<file path="config.mk">
export PLATFORM = sky130hd
export DESIGN_NAME = busca_instrucao
export DESIGN_NICKNAME = d
export VERILOG_FILES = /design/src/rtl/busca_instrucao.sv
export SDC_FILE = /design/constraint.sdc
export NUM_CORES = 1
export LEC_CHECK = 0
export CAP_MARGIN = 20
export CORE_ASPECT_RATIO = 1.1
export CORE_UTILIZATION = 50
export DETAILED_ROUTE_END_ITERATION = 10
export HOLD_SLACK_MARGIN = 0.1
export PLACE_DENSITY_LB_ADDON = 0.25
export SKIP_CTS_REPAIR_TIMING = 1
export SYNTH_ARGS = -nofsm -noshare
export SYNTH_HDL_FRONTEND = slang
export SYNTH_SLANG_ARGS = --single-unit
</file>
<file path="constraint.sdc">
create_clock -name clock -period 5.3 [get_ports clock]
set_input_delay 1.325 -clock clock [delete_from_list [all_inputs] [get_ports clock]]
set_output_delay 1.325 -clock clock [all_outputs]
set_load 0.01 [all_outputs]
</file>
<file path="src/rtl/busca_instrucao.sv">
// Instruction fetch stage: issues fetch requests at the current PC, tracks
// in-flight requests, drops responses made stale by a redirect, and presents
// returned instructions through a show-ahead FIFO to decode.
module busca_instrucao #(
  parameter int PROFUNDIDADE = 2
) (
  input  logic        clock,
  input  logic        reset,
  input  logic [31:0] endereco_atual,
  input  logic        halt,
  input  logic        flush,
  output logic        mem_req,
  output logic [31:0] mem_endereco,
  input  logic        mem_pronto,
  input  logic        mem_valido,
  input  logic [31:0] mem_dado,
  output logic        parar_pc,
  output logic        instr_valida,
  output logic [31:0] instrucao,
  output logic [31:0] instr_endereco,
  input  logic        consumir,
  output logic        erro_protocolo
);

  localparam int              CW     = $clog2(PROFUNDIDADE + 1);
  localparam int              PW     = $clog2(PROFUNDIDADE);
  localparam logic [CW:0]     LIMITE = (CW + 1)'(PROFUNDIDADE);
  localparam logic [PW-1:0]   ULTIMO = PW'(PROFUNDIDADE - 1);

  // Buffered entries, accepted-but-unanswered requests, and how many of
  // those unanswered requests belong to a path abandoned by a flush.
  logic [CW-1:0] ocupacao;
  logic [CW-1:0] pendentes;
  logic [CW-1:0] descarte;

  logic [PW-1:0] fila_rd;
  logic [PW-1:0] fila_wr;
  logic [PW-1:0] pend_rd;
  logic [PW-1:0] pend_wr;

  logic [31:0] pend_addr  [PROFUNDIDADE];
  logic [31:0] fifo_instr [PROFUNDIDADE];
  logic [31:0] fifo_addr  [PROFUNDIDADE];

  logic aceita;
  logic resposta;
  logic descarta;
  logic grava;
  logic retira;

  // Pointers wrap at the buffer depth, which need not be a power of two.
  function automatic logic [PW-1:0] avanca(input logic [PW-1:0] p);
    return (p == ULTIMO) ? '0 : p + PW'(1);
  endfunction

  // Outstanding fetches reserve buffer slots, so a request is only issued
  // when every in-flight response is guaranteed a place to land.
  assign mem_endereco = endereco_atual;
  assign mem_req      = reset && !halt && !flush &&
                        (({1'b0, ocupacao} + {1'b0, pendentes}) < LIMITE);
  assign aceita       = mem_req && mem_pronto;
  assign parar_pc     = !aceita;

  // A response is matched to the oldest pending request; stale ones and any
  // arriving during a flush never reach the buffer.
  assign resposta     = mem_valido && (pendentes != '0);
  assign descarta     = mem_valido && (descarte != '0);
  assign grava        = resposta && !descarta && !flush;

  // Show-ahead head; an empty buffer presents zeros rather than stale data.
  assign instr_valida   = (ocupacao != '0);
  assign retira         = consumir && instr_valida && !flush;
  assign instrucao      = instr_valida ? fifo_instr[fila_rd] : '0;
  assign instr_endereco = instr_valida ? fifo_addr[fila_rd]  : '0;

  // Counters, pointers and the sticky protocol error flag.
  // NOTE: sequential state uses non-blocking assignments so every register
  // samples the pre-edge values regardless of statement order.
  always_ff @(posedge clock or negedge reset) begin
    if (!reset) begin
      ocupacao       <= '0;
      pendentes      <= '0;
      descarte       <= '0;
      fila_rd        <= '0;
      fila_wr        <= '0;
      pend_rd        <= '0;
      pend_wr        <= '0;
      erro_protocolo <= 1'b0;
    end else begin
      if (aceita)   pend_wr <= avanca(pend_wr);
      if (resposta) pend_rd <= avanca(pend_rd);
      pendentes <= pendentes + CW'(aceita) - CW'(resposta);

      // No request is accepted while flush is high, so every request still
      // unanswered after this edge belongs to the abandoned path.
      if (flush) begin
        descarte <= pendentes - CW'(resposta);
      end else if (descarta) begin
        descarte <= descarte - CW'(1);
      end

      if (flush) begin
        ocupacao <= '0;
        fila_rd  <= fila_wr;
      end else begin
        if (grava)  fila_wr <= avanca(fila_wr);
        if (retira) fila_rd <= avanca(fila_rd);
        ocupacao <= ocupacao + CW'(grava) - CW'(retira);
      end

      if (mem_valido && (pendentes == '0)) erro_protocolo <= 1'b1;
    end
  end

  // Pending-address queue and instruction buffer storage.
  // NOTE: storage arrays carry no reset; the counters and pointers alone
  // decide which entries are meaningful.
  always_ff @(posedge clock) begin
    if (aceita) pend_addr[pend_wr] <= endereco_atual;
    if (grava) begin
      fifo_instr[fila_wr] <= mem_dado;
      fifo_addr[fila_wr]  <= pend_addr[pend_rd];
    end
  end

endmodule

</file>
==> impl.org <==
** Timing
- Setup violations remaining at the end of the flow were counted as 0.
- Final total negative setup slack :: 0 ps
- Final period util :: 0.859
- Fmax :: 220 MHz
- Setup repair after global routing missed its margin :: false
- Slew of the pin with the lowest slew margin :: 1050 ps
- For the finished layout, the period the worst path requires is 4550 ps.
- The number of max-slew violations in the final report is 0.
- The worst pin sits at a relative slew slack of 0.298.
- Worst Clk Skew :: 9.38 ps
- Endpoints failing hold :: 0

** Placed design
- Weighted congestion at the end of routability-driven global placement :: 0.740
- Estimated wirelength of the detail-placed design :: 8580 um
- The count of buffers added on input and output ports is 170.

** Synth
- Fraction of synthesis flops using an asynchronous set or reset pin :: 0.0542
- Count of state elements after synthesis :: 203
- Synth top area cells :: edfxtp_1 72%, mux2i_1 8.1%, mux2_1 3.6%
- After synthesis the cells add up to 8040 um^2.
- Primary flip-flop cell chosen by synthesis mapping :: edfxtp_1
- Of all cell types, the one taking the most synthesized area is edfxtp_1.
- Synthesis handed over a netlist of 464 instances.
- Synthesis instantiated 28 different standard cells from the library.
- Syn nets :: 542
- The share of the Yosys chip area taken by registers is 0.751.
- Synthesis Warnings :: 0
- Count of flip-flops with a built-in enable after synthesis :: 192
- A synthesized cell averages 17.3 um^2.
- Share of Yosys cell area claimed by the top area cell type :: 0.717

** Floorplan
- Die Outline Area :: 16600 um^2
- The initial utilization of the core area, before any placement, comes to 0.511.
- Pin placement for this block handled 171 I/O pins.
- Placeable core area :: 15700 um^2
- From left edge to right edge, the die measures 123 um.
- Measured along the y axis, the die boundary spans 135 um.
- Core Rows :: 48

** Global route
- The first global-routing pass estimated 21500 um of wire.
- Entering global routing, the biggest net connects 66 pins.
- Aggregate global routing overflow :: 0
- The initial antenna violation count is 0.
- Via count of the first global-routing pass :: 4316
- Total global-route track usage :: 0.170

** Clock tree
- Number of CTS-inserted buffers :: 20
- TritonCTS built the clock tree.
- In this run the number of H-tree levels came out at 1.
- Clock tree sinks :: 203
- Clock Tree Root :: clkbuf_16
- Counting along the longest clock path gives a buffer depth of 3.
- For the worst-skew pair, the clock arrives at the later sink with an insertion delay of 480 ps.
- Clock-pin slew was measured on the worst setup and hold paths at 60 ps.

** Min path
- In this run the worst hold path is classified as reg -> reg.
- The worst hold path terminates at erro_protocolo.
- Worst hold start :: erro_protocolo
- Counting instances, the worst hold path has a depth of 1.

** Layout
- Share of cells above drive strength 1 :: 0.0752
- Layout net count :: 689
- The number of antenna diodes in the final layout is 0.
- Core Util, Final :: 0.658
- The area growth from synthesis to layout is 28.8%.

** Setup path
- The number of cells on the worst reg-to-reg path is 5.
- The worst setup path is of the in -> out kind.
- At the worst endpoint, the arrival time is 3230 ps.
- End of the worst register-to-register path :: pend_addr[0][19]
- R2r setup slk :: 2540 ps
- Kind of start point of the critical path :: input port
- Of all nets on the critical path, the largest fanout is 12.
- CP Data Required Time :: 3970 ps
- Critical path endpoint category :: primary output
- Reg-to-reg startpoint :: ocupacao[0]

** Routing
- Vias/cell :: 4.99
- In this run the remaining antenna-violating nets after routing total 0.
- For this run, the detailed router's first-pass iteration total came to 4.
- The final layout contains routed wiring with a total length of 14100 um.
- After detailed routing, the number of remaining DRC violations is 0.
- For this block, the via count after detailed routing is 4120.
- Dividing the detail-routed wire length by the instance count gives 17.1 um.
- In this run, the number of DRC markers left after iteration 0 of detailed routing was 160.

** Status
- Status :: complete, no violations

** Power
- In this run the static leakage power is 3.57 nW.
- Power spread over the standard cell area amounts to 423 nW/um^2.
- Worst IR drop on VDD :: 0.000275 V

** Job
- Max capacitance violation total :: 0
-- placed cells by master, fill, tap and decap left out --
cell,instances
nand2_2,1
clkinv_1,4
and2_1,1
clkinv_2,2
buf_4,3
nand2_1,2
nor2_4,4
clkbuf_1,8
clkbuf_16,21
inv_1,7
and2b_1,1
and3_2,1
o21a_1,1
nand3b_2,1
buf_16,1
xnor2_2,1
nor2b_1,4
dfrtp_2,1
fa_1,1
dfrtp_4,1
nor2_1,68
a21o_1,1
mux2i_1,65
xor2_1,3
buf_12,2
nor4b_4,1
xnor2_1,6
bufinv_16,1
edfxtp_1,192
ha_1,6
mux2_1,26
mux2_2,6
clkdlybuf4s50_1,170
dfrtp_1,9
o21ai_0,2
o31a_1,1
-- cell usage after synthesis (all sizes together) (2+ instances only) --
master and number:
nor2b 4, ha 6, xor2 3, buf 50, inv 7, mux2i 65, xnor2 7, nor2 72
mux2 32, dfrtp 11, edfxtp 192, nand2 3, o21ai 2
-- per-stage QoR --
stage | total power [mW] | cell area, um^2 | worst slack (ps) | cells | hold WS [ps]
floorplan | 2.73 | 8040 | 427 | 464 | 488
global placement | 3.07 | 9720 | 776 | 788 | 453
detailed placement | 3.11 | 9720 | 700 | 788 | 460
CTS | 4.42 | 10300 | 704 | 824 | 474
global route | 4.58 | 10400 | 622 | 825 | 475
finish | 4.38 | 10400 | 745 | 825 | 469
-- logic make-up (layout without fill, tap and decap cells) --
logic type	count (synthesis)	in the layout	synth area share
AND/OR/NAND/NOR	84	84	0.0453
AO/OA/AOI/OAI	5	5	0.00420
flip-flops	203	203	0.751
multiplexers	97	97	0.126
XOR/XNOR	10	10	0.0118
buffers and inverters	58	219	0.0498
adder cells (fa/ha/maj)	7	7	0.0118
-- flip-flops by register name, summed over array words and instances (netlist names) --
signal	count
fifo_instr	64
pend_addr	64
pend_rd	1
ocupacao	2
pend_wr	1
fila_rd	1
descarte	2
pendentes	2
fifo_addr	64
fila_wr	1
erro_protocolo	1
-- final cells by class --
class	count	area [um^2]
multi-input combinational	203	1630
inverter	7	26.3
clock buffer	29	556
tap	200	250
timing repair buffer	176	1790
fill	1096	5380
clock inverter	7	55.1
sequential	203	6050
-- worst max path at each step --
stage	startpoint	end	slack (ps)
finish	reset	mem_req	750
global route	reset	mem_req	620
CTS	reset	mem_req	700
detailed placement	reset	mem_req	700
global placement	reset	mem_req	780
floorplan	flush	fifo_addr[0][0]	430
-- critical path, cell delays in order --
cell	delay, ps
clkdlybuf4s50_1	810
nor4b_4	340
nor2b_1	180
clkdlybuf4s50_1	570
-- power by group --
group          internal (mW)  total [mW]  switching, mW
Combinational          0.542       0.990          0.448
Sequential              1.91        2.08          0.165
Clock                  0.775        1.31          0.531
Total                   3.23        4.38           1.14
-- routing by layer --
metal,global-route usage,share of wire
met1,0.209,0.41
met2,0.303,0.52
met3,0.0313,0.056
met4,0.0508,0.013
met5,0,0
Note: power is estimated with default switching activity, not from simulation.
==> variant, RTL diff (same settings) <==
Set the parameter `PROFUNDIDADE` to 4 (it was 2).
--- a/src/rtl/busca_instrucao.sv
+++ b/src/rtl/busca_instrucao.sv
@@ -4,3 +4,3 @@
 module busca_instrucao #(
-  parameter int PROFUNDIDADE = 2
+  parameter int PROFUNDIDADE = 4
 ) (
Check against the original RTL: not equivalent (Yosys sat finds a counterexample within 4 cycles, from zero or initial values and one cycle with reset low).
==> variant against the unedited design <==
Via count rose by 73%. Combinational power grew to 2.7 times the old value. Sequential cell count grew 199. Sequential power up 94%. Synthesized area up 95%. Highest routed layer unchanged. Clock power rose by 120%. Routed wire length rose by 100%. Clock skew is 0.014 ns higher. Count of clock-buffer cells in the layout is 15 higher. Worst setup slack gained 0.017 ns. Largest power group unchanged. Power is 120% higher. Cell area rose by 83%.
==> variant: results (changes against the unedited design) <==
| Metric | Value |
|---|---|
| Multiplexer share of the synthesized area | 0.145 (+0.0191) |
| FF-to-FF End | ocupacao[2] |
| Reg2reg setup slack | 2.33 ns (-0.21 ns) |
| FFs w/ async S/R, synth | 0.0448 (-0.00941) |
| Total GRT Usage | 0.182 (+0.0119) |
| Ys Warns | 0 (unchanged) |
| Area contributors post-synth | edfxtp_1, mux4_2, and2_1, dfrtp_1, buf_4 |
| First-pass GRT wire length | 43.6 mm (+100%) |
| Sw Pwr | 0.00254 W (+120%) |
| Final wirelength | 28.1 mm (+100%) |
| H-tree Lvls | 2 (+1) |
| Post-Syn Instances | 715 (+54%) |
| Root buf cell | clkbuf_16 |
| Top flop regs | fifo_addr: 128 flops, fifo_instr: 128 flops, pend_addr: 128 flops |
| Most common cell in the netlist | edfxtp_1 |
| Via-per-instance ratio | 5.41 (+8.2%) |
| CTS clk-pin slew, worst paths | 0.06 ns (about the same) |
| CTS max path bufs | 3 (unchanged) |
| Min-Delay Startpoint | erro_protocolo |
| Crit path max fanout | 14 (+2) |
| Drt first pass iters | 6 (+2) |
| Detailed placement HPWL | 16.3 mm (+90%) |
| Insertion delay to the later sink of the worst-skew pair | 0.53 ns (+0.05 ns) |
| Critical Path AT | 3.21 ns (-0.02 ns) |
| Nets | 967 (+40%) |
| Worst slew margin | 0.315 (+0.0171) |
| Vias in the first global route | 7828 (+81%) |
| Synth Area in Compound Gates | 0.00303 (-0.00117) |
| Post-synth cell types | 34 (+21%) |
| Number of DRC markers in iteration 0 | 500 (+210%) |
| RD Place Congestion | 0.744 (+0.46%) |
| Worst Hold Class | register to register |
| FILL cells | 2164 (+97%) |
| Post-DP Area | 0.0176 mm2 (+81%) |
| Worst r2r src | descarte[0] |
| CP max stage delay | 0.48 ns (-0.33 ns) |
| Status | completed |
| CP delay by family, top | buffers and inverters |
| Sink of the worst hold path | erro_protocolo |
| R2R cell count | 13 (+8) |
| Leakage power | 6.21 nW (+74%) |
| Largest net degree at the start of global routing | 67 (+1.5%) |
| Share of cells above drive strength 1 | 0.196 (+0.121) |
| Post-synthesis xor/xnor area fraction | 0.00335 (-0.00848) |
| Post-synthesis net count | 808 (+49%) |
| Seq/Total Area, Yosys | 0.764 (+0.0126) |
| Crit-path slowest cell | clkdlybuf4s50_1 |
| Worst Clk Skew | 0.0238 ns (+0.0144 ns) |
| Antenna diodes | 0 (unchanged) |
| Maximum vdd drop | 0.000235 V (-14%) |
| Hold Path Cell Cnt | 1 (unchanged) |
| Post-synth EDFFs | 384 (+100%) |
| Synth cell count leaders | edfxtp_1, mux4_2, and2_1 |
| PortBufs | 170 (unchanged) |
| Area delta synth->final | 20.8% |
| CTS Buf Count | 40 (+100%) |
| Antenna violations before repair | 0 (unchanged) |
| Post-Synth Adder-Cell Area | 0.0185 (+0.00668) |
[variant: power by group through the flow]
stage	clock (W)	combinational, W	sequential (W)
floorplan	0	0.00175	0.00392
global placement	0	0.00261	0.00409
detailed placement	0	0.00271	0.00411
CTS	0.00290	0.00271	0.00404
global route	0.00301	0.00288	0.00407
finish	0.00286	0.00265	0.00403
[variant: cells by family after synthesis]
logic type,count (synthesis)
and+or+nand+nor,93
buffers and inverters,79
muxes,106
adders and majority gates,22
AOI/OAI and AO/OA,7
DFF,402
xor gates and xnor gates,6
[variant: layout make-up]
cell class / instances / share of cell area
Sequential cell: 402 / 0.633
Multi-Input combinational cell: 234 / 0.171
Timing Repair Buffer: 180 / 0.0951
Clock buffer: 44 / 0.0536
Tap cell: 414 / 0.0273
Clock inverter: 28 / 0.0172
Inverter: 16 / 0.00317
[variant: worst max-delay path by stage]
stage                     start         endpoint  slack [ns]  cells past startpoint
after floorplan           flush  fifo_addr[0][0]        1.53                      2
after global placement    flush         parar_pc        0.79                      6
after detailed placement  flush         parar_pc        0.74                      6
after CTS                 flush         parar_pc        0.74                      6
after global routing      flush         parar_pc        0.63                      6
final                     flush         parar_pc        0.76                      6
[variant: through the flow]
| stage | setup slack, ns | instances | hold WS, ns |
|---|---|---|---|
| 2_1_floorplan | 1.53 | 715 | 0.493 |
| 4_1_cts | 0.742 | 1318 | 0.472 |
| 5_1_grt | 0.630 | 1318 | 0.496 |
| 6_report | 0.762 | 1318 | 0.467 |
| 3_3_place_gp | 0.788 | 1245 | 0.444 |
| 3_5_place_dp | 0.744 | 1246 | 0.458 |
[variant: routing by layer]
metal	global-route usage	up-vias	routed length [um]
li1	-	3158	-
met1	0.229	3700	11200
met2	0.323	220	14700
met3	0.0279	46	1500
met4	0.0580	0	711
met5	0	-	0
